==> config.mk <==
export PLATFORM = sky130hd
export DESIGN_NAME = dcache_controller
export DESIGN_NICKNAME = d
export VERILOG_FILES = /design/src/rtl/dcache_pkg.sv /design/src/rtl/dcache_word_merge.sv /design/src/rtl/dcache_controller.sv
export SDC_FILE = /design/constraint.sdc
export NUM_CORES = 2
export LEC_CHECK = 0
export ABC_AREA = 1
export CELL_PAD_IN_SITES_DETAIL_PLACEMENT = 1
export CELL_PAD_IN_SITES_GLOBAL_PLACEMENT = 2
export CORE_AREA = 2 2 497 499
export DETAILED_ROUTE_END_ITERATION = 12
export DIE_AREA = 0 0 499 501
export GPL_TIMING_DRIVEN = 0
export PLACE_DENSITY = 0.61
export SLEW_MARGIN = 20
export SYNTH_ARGS = -nofsm -noshare
export SYNTH_HDL_FRONTEND = slang
export SYNTH_HIERARCHICAL = 1
export SYNTH_SLANG_ARGS = --single-unit
==> constraint.sdc <==
create_clock -name clk_i -period 2.5 [get_ports clk_i]
set_input_delay 0.75 -clock clk_i [delete_from_list [all_inputs] [get_ports clk_i]]
set_output_delay 0.75 -clock clk_i [all_outputs]
set_load 0.01 [all_outputs]
==> src/rtl/dcache_pkg.sv <==
// Shared definitions for the data-cache controller: address field layout,
// stored-tag bit positions, controller state encoding and a saturating
// increment helper used by the statistics counters.
package dcache_pkg;

  // Address layout: tag [31:9], index [8:5], word [4:2], byte [1:0]
  localparam int WORD_W     = 32;
  localparam int WORD_SEL_W = 3;
  localparam int OFF_W      = 5;
  localparam int WORD_LSB   = 2;
  localparam int IDX_LSB    = 5;
  localparam int TAG_LSB    = 9;

  // Stored tag is {valid, dirty, tag}
  localparam int VALID_BIT  = 24;
  localparam int DIRTY_BIT  = 23;

  typedef enum logic [2:0] {
    S_IDLE,
    S_MISS,
    S_WRITEBACK,
    S_REFILL,
    S_REFILL_OK
  } state_t;

  function automatic logic [31:0] sat_inc(input logic [31:0] value);
    return (value == 32'hFFFF_FFFF) ? value : value + 32'd1;
  endfunction

endpackage

==> src/rtl/dcache_word_merge.sv <==
// Combinational word access on a cache line.
// Ports:
//   line     in  LINE_W  source cache line
//   word_sel in  3       selected 32-bit word within the line
//   wdata    in  32      word to insert
//   rdata    out 32      selected word extracted from line
//   merged   out LINE_W  line with the selected word replaced by wdata
module dcache_word_merge
  import dcache_pkg::*;
#(
  parameter int LINE_W = 256
) (
  input  logic [LINE_W-1:0]     line,
  input  logic [WORD_SEL_W-1:0] word_sel,
  input  logic [WORD_W-1:0]     wdata,
  output logic [WORD_W-1:0]     rdata,
  output logic [LINE_W-1:0]     merged
);

  localparam int N_WORDS = LINE_W / WORD_W;

  logic [WORD_W-1:0] words [N_WORDS];

  for (genvar gi = 0; gi < N_WORDS; gi++) begin : g_word
    assign words[gi] = line[gi*WORD_W +: WORD_W];
    assign merged[gi*WORD_W +: WORD_W] =
      (word_sel == WORD_SEL_W'(gi)) ? wdata : line[gi*WORD_W +: WORD_W];
  end

  assign rdata = words[word_sel];

endmodule

==> src/rtl/dcache_controller.sv <==
// Data-cache controller for a 2-way, 16-set cache in front of a 256-bit
// line memory. Hits are served in the lookup cycle; a miss stalls the CPU
// while the dirty victim (if any) is written back and the line is refilled,
// after which the stalled access replays as a hit.
// Ports:
//   clk_i, rst_i (sync, active-low)
//   cpu_*   : CPU word access (req/write/addr/data in, data/stall out)
//   sram_*  : tag/data SRAM access (addr/tag/data/enable/write out,
//             selected-way tag/data and hit in)
//   mem_*   : line memory (enable/write/addr/data out, data/ack in)
//   hit_cnt_o, miss_cnt_o : saturating statistics counters
module dcache_controller
  import dcache_pkg::*;
#(
  parameter int ADDR_W = 32,
  parameter int LINE_W = 256,
  parameter int TAG_W  = 23,
  parameter int IDX_W  = 4
) (
  input  logic              clk_i,
  input  logic              rst_i,
  input  logic              cpu_req_i,
  input  logic              cpu_write_i,
  input  logic [ADDR_W-1:0] cpu_addr_i,
  input  logic [31:0]       cpu_data_i,
  output logic [31:0]       cpu_data_o,
  output logic              cpu_stall_o,
  output logic [IDX_W-1:0]  sram_addr_o,
  output logic [TAG_W+1:0]  sram_tag_o,
  output logic [LINE_W-1:0] sram_data_o,
  output logic              sram_enable_o,
  output logic              sram_write_o,
  input  logic [TAG_W+1:0]  sram_tag_i,
  input  logic [LINE_W-1:0] sram_data_i,
  input  logic              sram_hit_i,
  output logic              mem_enable_o,
  output logic              mem_write_o,
  output logic [ADDR_W-1:0] mem_addr_o,
  output logic [LINE_W-1:0] mem_data_o,
  input  logic [LINE_W-1:0] mem_data_i,
  input  logic              mem_ack_i,
  output logic [31:0]       hit_cnt_o,
  output logic [31:0]       miss_cnt_o
);

  logic [TAG_W-1:0]      req_tag;
  logic [IDX_W-1:0]      req_idx;
  logic [WORD_SEL_W-1:0] req_word;
  logic                  unused_byte_bits;

  assign req_tag          = cpu_addr_i[TAG_LSB +: TAG_W];
  assign req_idx          = cpu_addr_i[IDX_LSB +: IDX_W];
  assign req_word         = cpu_addr_i[WORD_LSB +: WORD_SEL_W];
  assign unused_byte_bits = ^cpu_addr_i[WORD_LSB-1:0];

  state_t              state_reg;
  logic                mem_enable_reg;
  logic                mem_write_reg;
  logic [ADDR_W-1:0]   mem_addr_reg;
  logic [TAG_W+1:0]    victim_tag_reg;
  logic [LINE_W-1:0]   victim_line_reg;
  logic [LINE_W-1:0]   refill_line_reg;
  logic [TAG_W-1:0]    cpu_tag_reg;
  logic [IDX_W-1:0]    cpu_idx_reg;
  logic [31:0]         hit_cnt_reg;
  logic [31:0]         miss_cnt_reg;

  logic                lookup_hit;
  logic                lookup_miss;
  logic                victim_dirty;
  logic [31:0]         read_word;
  logic [LINE_W-1:0]   store_line;

  assign lookup_hit   = (state_reg == S_IDLE) & cpu_req_i & sram_hit_i;
  assign lookup_miss  = (state_reg == S_IDLE) & cpu_req_i & ~sram_hit_i;
  assign victim_dirty = victim_tag_reg[VALID_BIT] & victim_tag_reg[DIRTY_BIT];

  dcache_word_merge #(
    .LINE_W (LINE_W)
  ) u_word_merge (
    .line     (sram_data_i),
    .word_sel (req_word),
    .wdata    (cpu_data_i),
    .rdata    (read_word),
    .merged   (store_line)
  );

  // SRAM side and stall are combinational so a hit completes in its lookup
  // cycle. Outside IDLE the SRAM sees the latched miss address.
  always_comb begin
    sram_enable_o = 1'b0;
    sram_write_o  = 1'b0;
    sram_addr_o   = cpu_idx_reg;
    sram_tag_o    = {1'b1, 1'b0, cpu_tag_reg};
    sram_data_o   = refill_line_reg;
    cpu_stall_o   = 1'b1;
    cpu_data_o    = read_word;
    case (state_reg)
      S_IDLE: begin
        sram_enable_o = cpu_req_i;
        sram_write_o  = lookup_hit & cpu_write_i;
        sram_addr_o   = req_idx;
        // Tag is driven independent of the hit result to keep the SRAM
        // compare path free of combinational feedback.
        sram_tag_o    = {1'b1, cpu_write_i, req_tag};
        sram_data_o   = store_line;
        cpu_stall_o   = lookup_miss;
      end
      S_REFILL_OK: begin
        sram_enable_o = 1'b1;
        sram_write_o  = 1'b1;
      end
      default: ;
    endcase
  end

  always_ff @(posedge clk_i) begin
    if (!rst_i) begin
      state_reg       <= S_IDLE;
      mem_enable_reg  <= 1'b0;
      mem_write_reg   <= 1'b0;
      mem_addr_reg    <= '0;
      victim_tag_reg  <= '0;
      victim_line_reg <= '0;
      refill_line_reg <= '0;
      cpu_tag_reg     <= '0;
      cpu_idx_reg     <= '0;
      hit_cnt_reg     <= '0;
      miss_cnt_reg    <= '0;
    end else begin
      if (lookup_hit) begin
        hit_cnt_reg <= sat_inc(hit_cnt_reg);
      end
      case (state_reg)
        S_IDLE: begin
          if (lookup_miss) begin
            victim_tag_reg  <= sram_tag_i;
            victim_line_reg <= sram_data_i;
            cpu_tag_reg     <= req_tag;
            cpu_idx_reg     <= req_idx;
            miss_cnt_reg    <= sat_inc(miss_cnt_reg);
            state_reg       <= S_MISS;
          end
        end
        S_MISS: begin
          mem_enable_reg <= 1'b1;
          if (victim_dirty) begin
            mem_write_reg <= 1'b1;
            mem_addr_reg  <= {victim_tag_reg[TAG_W-1:0], cpu_idx_reg, {OFF_W{1'b0}}};
            state_reg     <= S_WRITEBACK;
          end else begin
            mem_write_reg <= 1'b0;
            mem_addr_reg  <= {cpu_tag_reg, cpu_idx_reg, {OFF_W{1'b0}}};
            state_reg     <= S_REFILL;
          end
        end
        S_WRITEBACK: begin
          // Request stays up across the switch to the refill read.
          if (mem_ack_i) begin
            mem_write_reg <= 1'b0;
            mem_addr_reg  <= {cpu_tag_reg, cpu_idx_reg, {OFF_W{1'b0}}};
            state_reg     <= S_REFILL;
          end
        end
        S_REFILL: begin
          if (mem_ack_i) begin
            refill_line_reg <= mem_data_i;
            mem_enable_reg  <= 1'b0;
            state_reg       <= S_REFILL_OK;
          end
        end
        S_REFILL_OK: begin
          state_reg <= S_IDLE;
        end
        default: begin
          state_reg <= S_IDLE;
        end
      endcase
    end
  end

  assign mem_enable_o = mem_enable_reg;
  assign mem_write_o  = mem_write_reg;
  assign mem_addr_o   = mem_addr_reg;
  assign mem_data_o   = victim_line_reg;
  assign hit_cnt_o    = hit_cnt_reg;
  assign miss_cnt_o   = miss_cnt_reg;

endmodule

==> flow_metrics.py <==
metrics = {
    "status": {
        "status": "finished, violations left",
        "violations": "negative setup slack",
    },
    "cells_and_area": {
        "fin_cells": 10300,
        "fill_cells": 29200,
        "fin_util_pct": 25.8,
        "multi_input_area_um2": 21100,
        "mostFrequentLayoutCell": "nand2_1",
        "regArea_um2": 13200,
        "final_cell_mix": "1703 x nand2_1, 783 x clkdlybuf4s50_1, 657 x dfxtp_1",
        "drive_gt1_share_pct": 24.3,
        "nets": 7503,
        "areaGrowthSynthToFinish_pct": 88.9,
    },
    "setup_path": {
        "worstSetupPathType": "reg -> out",
        "cpMaxStageDelayCell": "dfxtp_2",
        "endpoint_kind": "primary output",
        "critPathArrivalTime_ns": 2.62,
        "r2r-end": "refill_line_reg[87]",
        "r2r_cells": 6,
        "start_kind": "flop",
        "crit_fanout": 8,
        "slowest_delay_ns": 0.35,
        "r2r_setup_slack_ns": -0.21,
        "rr_startpoint": "state_reg[1]",
        "crit_chain": "inv_4 -> nand2_4 -> inv_8 -> buf_4 -> buf_6 -> buf_16 -> buf_16 -> clkbuf_16 -> buf_4 -> o21ai_4 -> buf_6",
        "crit_required_ns": 1.75,
    },
    "logic_synthesis": {
        "dominantRegCellSynth": "dfxtp_1",
        "synth_cell_type_count": 33,
        "netlist_instances": 5255,
        "yosys_warnings": 6,
        "synth_area_per_cell_um2": 6.36,
        "syn_area_um2": 33400,
        "synth-edff-count": 0,
        "ys_ff_latch": 660,
        "ys_seq_area_share_pct": 39.6,
        "async_flop_share_pct": 0,
    },
    "global_route": {
        "grt_max_degree": 14,
        "gr-total-overflow": 0,
        "grt_pass1_vias": 44500,
        "grt_usage_pct": 25.6,
        "grt_first_pass_wirelength_mm": 428,
        "antenna_found_initial": 113,
    },
    "route": {
        "routed_wl_mm": 338,
        "viasPerCell": 4.40,
        "drtIter0Drc": 3113,
        "drc": 0,
        "avgRoutedWirePerCell_um": 32.9,
        "firstDrtPassIters": 6,
        "num_vias": 45200,
        "antenna_left": 0,
    },
    "placed_design": {
        "dp_hpwl_mm": 276,
        "dp.cells": 9769,
        "portBuffers": 1270,
        "gp_congestion": 0.949,
    },
    "hold_path": {
        "hp-class": "in -> reg",
        "min_to": "mem_data_o[15]",
        "hold_depth": 3,
        "min-delay-start": "sram_data_i[15]",
    },
    "floorplan": {
        "initial_utilization_pct": 13.6,
        "die-area_um2": 250000,
        "die_w_um": 499,
        "placementRows": 182,
        "core_um2": 245000,
        "ios": 1281,
        "die_h_um": 501,
    },
    "sta": {
        "finalSetupViolations": 663,
        "finalWorstSetupSlack_ns": -0.869,
        "worst_pin_slew_ns": 1.14,
        "rsz0062_at_grt": "true",
        "slew-limit-headroom_pct": 23.9,
        "fin_crit_sh_pct": 135,
        "hold_viol": 0,
        "holdWs_ns": 0.393,
        "fmax_ghz": 0.297,
        "maxSlewViolCount": 0,
        "min_period_ns": 3.37,
        "finalClockSkew_ns": 0.0216,
    },
    "power": {
        "p_per_area_nw_per_um2": 1020,
        "swShare_pct": 42.6,
        "p_total_mw": 64.2,
        "seqPwrFrac_pct": 19.0,
        "p_leak_nw": 25.8,
        "p_clk_share_pct": 21.4,
        "power_frac_comb_pct": 59.7,
        "cell_internal_pwr_mw": 36.9,
        "irDropWorstVdd_v": 0.000616,
        "switching_power_mw": 27.3,
    },
    "clock_network": {
        "cts_root_buffer": "clkbuf_16",
        "clk_transition_reported_paths_ns": 0.06,
        "cts_buffers": 92,
        "cts.sink_count": 660,
        "cts_buffer_depth": 3,
        "clock_latency_ns": 0.74,
        "cts.htree.levels": 3,
        "cts_tree": "built",
    },
    "run": {
        "maxCapViolCount": 0,
    },
}
## routing by layer
layer,global-route usage [%],wire length (µm)
met2,43.7,161000
met1,29.6,131000
met3,7.21,27900
met5,0,456
met4,11.6,17900
## synthesized netlist by cell type (2+ instances only)
cell,instances,area share (%)
nor2_4,4,0.13
buf_2,127,1.9
nand2_2,6,0.11
nand2_1,2047,23
inv_1,372,4.2
nand2_4,5,0.17
nor2_2,6,0.11
conb_1,2,0.022
buf_6,38,1.3
nand3_1,53,0.79
o21ai_0,754,11
inv_4,2,0.037
o21ai_1,84,1.3
ha_1,2,0.075
o211ai_1,23,0.52
nand3_2,4,0.12
nand4_1,15,0.28
dfxtp_1,660,40
inv_2,6,0.067
buf_1,4,0.045
clkbuf_1,167,1.9
o21ai_2,2,0.052
clkbuf_2,3,0.045
buf_4,46,1.0
xor2_1,10,0.26
xnor2_1,7,0.18
nor2_1,155,1.7
nor3_1,3,0.045
a21oi_1,644,9.7
## final cells by class
type / count / area share [%]
Antenna cell: 69 / 0.274
Buffer: 374 / 5.14
Clock buffer: 145 / 4.47
Clock inverter: 23 / 0.414
Inverter: 381 / 2.39
Multi-Input combinational cell: 3833 / 33.4
Sequential cell: 660 / 20.9
Tap cell: 3220 / 6.38
Timing Repair Buffer: 1552 / 26.6
## power by group through the flow
stage	Combinational, mW	Sequential (mW)	Clock (mW)
after floorplan	7.58	12.5	0
after global placement	22.1	12.3	0
after global routing	39.7	12.3	14.4
final	38.3	12.2	13.7
after detailed placement	22.3	12.4	0
after CTS	31.2	12.2	14.1
## logic make-up (layout without fill, tap and decap cells)
| family | Yosys count | in the layout | synth area share [%] |
|---|---|---|---|
| buffers and inverters | 766 | 2475 | 10.5 |
| DFF | 660 | 660 | 39.6 |
| other | 2 | 75 | 0.0225 |
| xor gates and xnor gates | 17 | 17 | 0.446 |
| and+or+nand+nor | 2301 | 2301 | 26.6 |
| AOI/OAI and AO/OA | 1507 | 1507 | 22.8 |
| adders and majority gates | 2 | 2 | 0.0749 |
## how the worst max path moves through the flow
stage                           end  slack (ns)          start  depth (start not counted)
2_1_floorplan       sram_data_o[53]        0.09  cpu_addr_i[4]                          7
3_3_place_gp   refill_line_reg[253]       -2.32      mem_ack_i                          6
3_5_place_dp         sram_data_o[1]       -2.02  cpu_addr_i[3]                          8
4_1_cts            sram_data_o[157]       -1.05   state_reg[0]                         12
5_1_grt            sram_data_o[220]       -0.95   state_reg[2]                         12
6_report            sram_data_o[38]       -0.87   state_reg[2]                         11
## worst max-delay path, delay by kind of cell (launching register included)
family / cells / cell delay [ns]
AOI/OAI and AO/OA: 1 / 0.24
DFF: 1 / 0.35
and+or+nand+nor: 1 / 0.09
buffers and inverters: 9 / 1.18
## stage by stage
step,setup WS (ns),TNS [ns],cell area [µm²]
final,-0.869,-254.63,63100
after global routing,-0.953,-334.21,63000
after CTS,-1.05,-335.47,57900
after detailed placement,-2.02,-928.97,50700
after global placement,-2.32,-1418.80,50200
after floorplan,0.0865,0,33400
## what timing repair did
item / 4_1_cts / 5_1_grt
endpoints found under the setup margin: 720 / 935
hold buffers: 0 / 0
cloned: 24 / 16
buffers inserted: 89 / 150
pin swaps: 11 / 79
gates resized for setup: 2185 / 1752
No activity file was read; power rests on OpenSTA's default activity.
